### src/rtl/data_recovery_block.sv
// data_recovery_block: undoes a per-word 8-bit transform and delivers the result through
// a two-entry (output + skid) valid/ready buffer with transfer and error counters.
module data_recovery_block #(
   parameter int CNT_W = 16,
   parameter int ERR_W = 8
) (
   input  logic             clk,
   input  logic             rst,
   input  logic             valid_in,
   output logic             ready_in,
   input  logic [7:0]       data_in,
   input  logic [1:0]       mode,
   output logic             valid_out,
   input  logic             ready_out,
   output logic [7:0]       data_out,
   output logic             err_out,
   output logic [CNT_W-1:0] word_count,
   output logic [ERR_W-1:0] err_count
);
   typedef struct packed {
      logic [7:0] data;
      logic       err;
      logic       valid;
   } slot_t;
   slot_t out_q, out_d, skid_q, skid_d;
   logic rdy_q;
   logic acc, xfer;
   logic [7:0] rec;
   logic rec_err;
   logic [CNT_W-1:0] wc_q;
   logic [ERR_W-1:0] ec_q;
   assign ready_in   = rdy_q;
   assign valid_out  = out_q.valid;
   assign data_out   = out_q.data;
   assign err_out    = out_q.err;
   assign word_count = wc_q;
   assign err_count  = ec_q;
   assign acc  = valid_in & rdy_q & ~rst;
   assign xfer = out_q.valid & ready_out;
   always_comb begin
      rec = mode == 2'b01 ? data_in - 8'd1 :
            mode == 2'b10 ? ~data_in :
            mode == 2'b11 ? {1'b0, data_in[7:1]} : data_in;
      rec_err = (&mode) & data_in[0];
   end
   // ready_in is ~skid_valid, so an accept never coincides with a full skid slot.
   always_comb begin
      out_d  = out_q;
      skid_d = skid_q;
      if (!out_q.valid || xfer) begin
         if (skid_q.valid) begin
            out_d        = skid_q;
            skid_d.valid = 1'b0;
         end else if (acc) begin
            out_d = {rec, rec_err, 1'b1};
         end else begin
            out_d.valid = 1'b0;
         end
      end else if (acc) begin
         skid_d = {rec, rec_err, 1'b1};
      end
   end
   always_ff @(posedge clk) begin
      if (rst) begin
         out_q  <= '0;
         skid_q <= '0;
         rdy_q  <= 1'b1;
         wc_q   <= '0;
         ec_q   <= '0;
      end else begin
         out_q  <= out_d;
         skid_q <= skid_d;
         rdy_q  <= ~skid_d.valid;
         if (xfer) wc_q <= wc_q + CNT_W'(1);
         if (xfer && out_q.err && !(&ec_q)) ec_q <= ec_q + ERR_W'(1);
      end
   end
endmodule
### config.mk
export PLATFORM = sky130hd
export DESIGN_NAME = data_recovery_block
export DESIGN_NICKNAME = d
export VERILOG_FILES = /design/src/rtl/data_recovery_block.sv
export SDC_FILE = /design/constraint.sdc
export NUM_CORES = 1
export LEC_CHECK = 0
export CORE_ASPECT_RATIO = 0.5
export CORE_MARGIN = 2
export CORE_UTILIZATION = 54
export DETAILED_ROUTE_END_ITERATION = 10
export PLACE_DENSITY_LB_ADDON = 0.25
export REMOVE_ABC_BUFFERS = 1
export SLEW_MARGIN = 10
export SYNTH_ARGS = -nofsm -noshare
export SYNTH_HDL_FRONTEND = slang
export SYNTH_SLANG_ARGS = --single-unit
### constraint.sdc
create_clock -name clk -period 3.5 [get_ports clk]
set_input_delay 0.875 -clock clk [delete_from_list [all_inputs] [get_ports clk]]
set_output_delay 0.875 -clock clk [all_outputs]
set_load 0.01 [all_outputs]
==> results of run 1 <==
worst max-delay path by stage:
| stage | from | endpoint | cells past startpoint |
|---|---|---|---|
| detailed placement | mode[0] | skid_q[7] | 5 |
| CTS | mode[0] | data_out[3] | 5 |
| global route | mode[0] | data_out[5] | 5 |
| floorplan | data_in[1] | data_out[3] | 4 |
| global placement | mode[0] | data_out[3] | 5 |
| finish | mode[0] | data_out[3] | 5 |
worst max-delay path: stages:
cell and delay, ns:
clkdlybuf4s50_1 0.65, or4b_1 0.54, o2bb2ai_1 0.17, a211o_1 0.28, a311oi_1 0.25
per-stage QoR:
stage | instances | worst slack [ns] | instance area, um2 | total power (uW)
2_1_floorplan | 260 | 1.32 | 2210 | 606
3_3_place_gp | 364 | 0.695 | 2770 | 672
3_5_place_dp | 364 | 0.652 | 2770 | 675
4_1_cts | 372 | 0.957 | 2860 | 992
5_1_grt | 372 | 0.847 | 2860 | 1030
6_report | 372 | 0.940 | 2860 | 985
area by class of cell:
cell class | instances | area share
clock inverters | 3 | 0.00612
clock buffers | 5 | 0.0241
inverters | 15 | 0.0197
multi-input cells | 200 | 0.438
well taps | 54 | 0.0236
repair buffers | 50 | 0.173
flip-flops and latches | 45 | 0.315
logic make-up (layout without fill, tap and decap cells):
group | count (synthesis) | in the layout | share of synthesized area
compound gates | 77 | 77 | 0.231
mux | 3 | 3 | 0.0138
flops | 45 | 45 | 0.398
xor+xnor | 15 | 15 | 0.0580
buf+inv | 29 | 73 | 0.0486
simple gates | 102 | 102 | 0.234
fa+ha+maj | 3 | 3 | 0.0166
layout by cell type, fill, tap and decap left out, types with 3 or more instances in the layout:
master            n
a211o_1           5
a211oi_1          7
a21oi_1          25
clkbuf_8          5
clkdlybuf4s50_1  48
dfxtp_1          45
ha_1              3
inv_1            15
nand2_1          21
nand2b_1          3
nand3_1          11
nor2_1           31
nor3_1            3
nor4_1            5
nor4b_1           3
o2111ai_1         3
o211ai_1          3
o21ai_0          10
o31ai_1           4
o41ai_1           3
or3_1             9
or4_1             3
xnor2_1          13
state kept, by name (all words and copies together), names as in the netlist:
name / cells
data_out: 8
err_count: 8
err_out: 1
ready_in: 1
skid_q: 10
valid_out: 1
word_count: 16
layer usage:
layer	track usage	share of wire	vias to the layer above
met5	0	0	-
met1	0.294	0.45	1001
li1	-	-	1092
met4	0.0690	0.014	0
met2	0.386	0.49	61
met3	0.0520	0.050	6
where the power goes:
group          total [uW]  leakage (uW)  switching [uW]  internal (uW)
Clock                 320     0.0000439             182            138
Sequential            535      0.000365            10.1            525
Combinational         130      0.000555            67.9           61.8
Total                 985      0.000964             260            724
==> results.txt, run 1 <==
The commonest cells after synthesis are 45 x dfxtp_1, 31 x nor2_1, 25 x a21oi_1, 21 x nand2_1, 15 x inv_1. TritonCTS built the clock tree. The final critical-path share of the clock period works out to 0.731.

The largest fanout on the critical path is 11. Each instance of the synthesized netlist takes up on average 8.27 um2. Clock skew on the completed layout was measured at 0.00366 ns. The die covers 0.00476 mm2. On the final layout, the worst hold slack is 0.465 ns.

The width of the die was 95.6 um; the sequential cell area fraction in the yosys report was 0.398. The mean routed wirelength per cell was 14.0 um. At the worst endpoint, the arrival time is 2.77 ns. The most used flip-flop cell after synthesis is dfxtp_1.

The logs give 0.722 for the core occupancy in the finished layout and 0 for the number of antenna violations at the first check in global routing. The count of cells along the worst hold path is 2, and the share of async-settable or async-resettable flops after synthesis is 0. Summing all flip-flop and latch instances after layout gives 901 um2. The relative max-transition margin was 0.432. For the wire length of the first global-routing pass, the log shows 8520 um. The endpoint of the worst-slack reg-to-reg timing path was word_count[14]. For the final max-slew violation count, the log shows 0. The number of synthesized register bits works out to 45.

The cell sitting at the root of the clock tree is a clkbuf_8. At the worst endpoint, the required time is 3.71 ns. The tools report the kind of capture point of the worst setup path as a register. The first detailed-routing pass ran for 7 iterations. The type of the tightest min-delay check was reg2reg. The run finished with clean final reports. The logs give 0.571 for the starting density of the core and 45 for the total number of clock tree sinks.

The count of nets left with antenna violations once routing finished came out at 0. Counting I/O delays and the setup requirement, the final critical path takes 2.56 ns. The share of the synthesized area in the top cell type works out to 0.398. The top cell type by total area after synthesis was dfxtp_1. The area added between synthesis and finish came out at 26.3%. The most frequent cell after synthesis was dfxtp_1.

After clock tree synthesis, the clock-pin slew on the worst setup and hold paths is 0.08 ns. For the maximum count of clock buffers along a single path, the log shows 2. Peak supply drop: 0.191 mV. In this run the critical register-to-register path is launched from word_count[6].

Based on the critical path, the design can be clocked at up to 391 MHz. For this design, the CTS-stage hold fixing added 0 buffers. The post-route DRC violation count is 0. The number of buffers added by the clock tree synthesis step was 5. The via total after detailed routing was 2,160; the HPWL after detailed placement was 3790 um. The number of port buffers is 48, and the number of cell instances on the worst register-to-register path is 4.

Setup total negative slack on the finished layout was measured at 0 ns. The proportion of layout cells with a drive suffix above 1 is 0.0440. After clock tree synthesis, the repair step resized 0 gates. The total grt overflow is 0, and the total routed wirelength is 5200 um.

Counting the fill cells in the layout gives 322. The number of H-tree levels is 2, and the cell area power density is 344 mW/mm2. In this run the standard cell core region covers 0.00396 mm2. The number of global-route vias before repair is 1,887. Setup repair after global routing left no endpoint under its margin. Yosys attributes the largest share of cell area to dfxtp_1 40%, a21oi_1 5.5%, nor2_1 5.1%. The later pin in the worst-skew pair is clocked with a latency of 0.30 ns. The number of enable flip-flop cells after synthesis works out to 0. The run gives 334 as the number of nets at the end of the flow. The reg2reg setup slack was 1.66 ns; the transition time of the tightest slew-check pin was 0.842 ns. The final-report setup violation count came out at 0.

Entering global routing, the biggest net connects 40 pins. The setup path with the least slack is of type in2reg. In this run the most critical hold path is launched from skid_q[2].

The number of max-cap violations was 0; the number of antenna repair diodes was 0. STA classifies the critical path startpoint as an input port. The global router's overall resource usage was 0.229; the global placement routability congestion was 0.961.

The count of warnings emitted by yosys is 0. Synthesis produced a netlist whose cell count is 274. The run gives 0 as the buffer count from post-CTS setup fixing. Summing all multi-input logic gate instances after layout gives 0.00125 mm2. The number of endpoints with negative hold slack in the final report is 0, and the average vias per placed instance is 5.81.

The path with the worst hold slack has its endpoint at skid_q[2]. For this design the static power due to leakage is 0.000964 uW. After floorplanning, the core was divided into 16 placement rows. After the first detailed-routing iteration, the DRC count stood at 85. From bottom edge to top edge, the die measures 49.8 um. The netlist uses 47 different library cells.

The cell area that synthesis handed to floorplanning was 0.00226 mm2. During I/O placement, the number of pins put on the boundary was 49.
Note: power is estimated with default switching activity, not from simulation.
==> run 2: changes to the inputs <==
Settings changed: CORE_UTILIZATION 54 to 45.
Clock period 3.5 ns to 2.09 ns, I/O delays scaled along.
==> results.txt, run 2 (synthesized netlist as in run 1, its figures left out) <==
The tools report the setup total negative slack as 0 ns (unchanged). Data required time of the worst path: 2.31 ns (was 3.71 ns). The run gives 0 (unchanged) as the total grt overflow. The die outline height is 54.2 um (was 49.8 um), and the final max-slew violation count is 0 (unchanged). Endpoint of the worst hold path: skid_q[9] (was skid_q[2]).

Reg-to-reg critical path startpoint: word_count[7] (was word_count[6]). The tools report the wire length of the first global-routing pass as 8870 um (was 8520 um). The run gives 2 (unchanged) as the maximum count of clock buffers along a single path.

The global router's overall resource usage is 0.199 (was 0.229), and the number of cell instances on the worst register-to-register path is 4 (unchanged). The type of the tightest min-delay check was reg2reg (unchanged). Number of global-route vias before repair: 1,958 (was 1,887). The logs give 0.296 mV (was 0.191 mV) for the peak supply drop and 4190 um (was 3790 um) for the HPWL after detailed placement. The latest clock arrival within the worst-skew pair is 0.30 ns (about the same), and the final-report setup violation count is 0 (unchanged).

The worst path needs 2.02 ns of the cycle, external delays included. Cell family contributing the most delay on the critical path: compound AO/OA/AOI/OAI gates (unchanged). Static timing analysis puts the maximum clock frequency at 496 MHz. The worst path arrival time is 2.24 ns (was 2.77 ns), and the clock slew seen by the registers of the worst setup and hold paths is 0.09 ns (was 0.08 ns).

Sequence of cells on the critical path: clkdlybuf4s50_1 > or4b_4 > o2bb2ai_1 > a211o_1 > a311oi_1 (was clkdlybuf4s50_1 > or4b_1 > o2bb2ai_1 > a211o_1 > a311oi_1). The commonest non-fill, non-tap cell in the layout was clkdlybuf4s50_1 (unchanged). The kind of capture point of the worst setup path is a register (unchanged). The global placement routability congestion was 0.840 (was 0.961). The number of buffers added by the clock tree synthesis step is 5 (unchanged), and the area enclosed by the die boundary is 0.00565 mm2 (was 0.00476 mm2). The count of cells along the worst hold path is 2 (unchanged), and the number of H-tree levels is 2 (unchanged).

The first-pass detailed-route iteration total came out at 4 (was 7). The leakage power was 0.00113 uW (was 0.000964 uW). The critical path's slowest cell is or4b_4 (was clkdlybuf4s50_1).

The starting density of the core is 0.463 (was 0.571), and the number of max-cap violations is 0 (unchanged). The tools report the number of nets at the end of the flow as 365 (was 334). For the initial detailed-routing violation count, the log shows 70 (was 85). The top-level I/O count was 49 (unchanged). The tools report the category of the worst setup path launch point as an input port (unchanged). The logs give 0.638 (was 0.432) for the relative max-transition margin and 2,334 (was 2,160) for the via total after detailed routing. The logs give 5630 um (was 5200 um) for the total routed wirelength and 0.649 (was 0.722) for the core occupancy in the finished layout.

For the post-route DRC violation count, the log shows 0 (unchanged). Number of port buffers: 48 (unchanged). The run finished with clean final reports. Setup repair after global routing left no endpoint under its margin. The largest fanout on the critical path was 4 (was 11); the width of the die was 104 um (was 95.6 um).

The placeable core region was 0.00489 mm2 (was 0.00396 mm2); the final critical-path share of the clock period was 0.965. The maximum single-stage delay on the critical path was 0.57 ns (was 0.65 ns); the reg2reg setup slack was 0.29 ns (was 1.66 ns). The proportion of layout cells with a drive suffix above 1 was 0.140 (was 0.0440); the pin count of the biggest net entering global routing was 32 (was 40). Average vias per placed instance: 5.57 (was 5.81). The total number of clock tree sinks was 45 (unchanged); the worst-case setup slack after placement was -0.313 ns (was 0.652 ns).

The logs give 424 (was 322) for the filler cell count in the final layout and 18 (was 16) for the number of standard-cell rows in the floorplan. TritonCTS built the clock tree. Number of buffer and inverter instances along the worst setup path: 1 (unchanged).

Mean routed wirelength per cell: 13.4 um (was 14.0 um). For the count of antenna-violating nets left after detailed routing, the log shows 0 (unchanged). The logs give 0 (unchanged) for the number of antenna violations at the first check in global routing and 0 (unchanged) for the hold buffer count at cts. Worst clock skew: 0.0106 ns (was 0.00366 ns).

The number of flip-flops in the largest register came out at 16 (unchanged). Highest-count cells in the layout ignoring fill and taps: 48 x clkdlybuf4s50_1, 45 x dfxtp_1, 33 x buf_4, 31 x nor2_1, 25 x a21oi_1 (was 48 x clkdlybuf4s50_1, 45 x dfxtp_1, 31 x nor2_1, 25 x a21oi_1, 21 x nand2_1). The cell area power density was 579 mW/mm2 (was 344 mW/mm2). The number of antenna repair diodes came out at 0 (unchanged).

The area added between synthesis and finish is 40.1% (was 26.3%), and the worst path setup slack after routing is 0.0723 ns (was 0.940 ns). The origin of the worst min-delay path is skid_q[9] (was skid_q[2]). The number of endpoints with negative hold slack in the final report is 0 (unchanged). Endpoint of the worst-slack reg-to-reg timing path: word_count[14] (unchanged). Category of the critical setup timing path: in2reg (unchanged). The transition time of the tightest slew-check pin came out at 0.543 ns (was 0.842 ns). The tools report the buffer cell driving the clock tree root as clkbuf_8 (unchanged).
==> run 2: changes by cell type in the layout (fill, tap and decap cells not counted), sizes merged <==
| cell | delta |
|---|---|
| clkbuf | +2 |
| clkinvlp | -1 |
| clkinv | -2 |
| bufinv | +1 |
| buf | +31 |
==> run 2: what timing repair did <==
item | CTS | global route
setup endpoints to repair | 0 | 8
buffers inserted | 0 | 2
resized for setup | 0 | 6
==> run 2: cell type report <==
class | instances | area (um2) | share of cell area
Sequential cell | 45 | 901 | 0.284
Clock buffer | 7 | 86.3 | 0.0272
Tap cell | 70 | 87.6 | 0.0276
Inverter | 15 | 56.3 | 0.0178
Clock inverter | 1 | 30.0 | 0.00947
Multi-Input combinational cell | 200 | 1280 | 0.404
Timing Repair Buffer | 81 | 728 | 0.230
==> run 2: worst max-delay path by stage <==
stage                     startpoint        endpoint  slack [ns]  cells past startpoint
after CTS                 data_in[0]     data_out[3]        0.02                      5
after global placement    data_in[0]     data_out[3]       -0.24                      5
after floorplan           data_in[1]     data_out[3]        0.27                      4
final                     data_in[0]     data_out[3]        0.07                      5
after detailed placement  data_in[0]       skid_q[7]       -0.31                      5
after global routing       ready_out  word_count[10]      0.0002                      6
==> run 2: per-layer routing <==
metal	up-vias	GRT usage	wire [um]
li1	1152	-	-
met3	7	0.0472	299
met5	-	0	0
met4	0	0.0766	53
met1	1109	0.243	2580
met2	66	0.355	2700
==> run 2: power by group <==
| part | total (uW) | internal, uW | switching (uW) |
|---|---|---|---|
| combinational | 255 | 133 | 122 |
| sequential | 895 | 878 | 17.0 |
| clock | 687 | 390 | 297 |
| total | 1840 | 1400 | 436 |
==> run 2: stage by stage <==
| stage | hold slack, ns | cell area (um2) | power [uW] | cells |
|---|---|---|---|---|
| 6_report | 0.462 | 3170 | 1840 | 419 |
| 2_1_floorplan | 0.426 | 2210 | 1020 | 260 |
| 3_5_place_dp | 0.447 | 3010 | 1160 | 409 |
| 5_1_grt | 0.482 | 3170 | 1910 | 419 |
| 3_3_place_gp | 0.442 | 3010 | 1160 | 409 |
| 4_1_cts | 0.463 | 3130 | 1840 | 417 |
==> run 2: worst register-to-register path: cells and delay by family (launching register included) <==
kind | cells | cell delay, ns
simple gates | 3 | 0.92
mux | 1 | 0.37
flops | 1 | 0.41
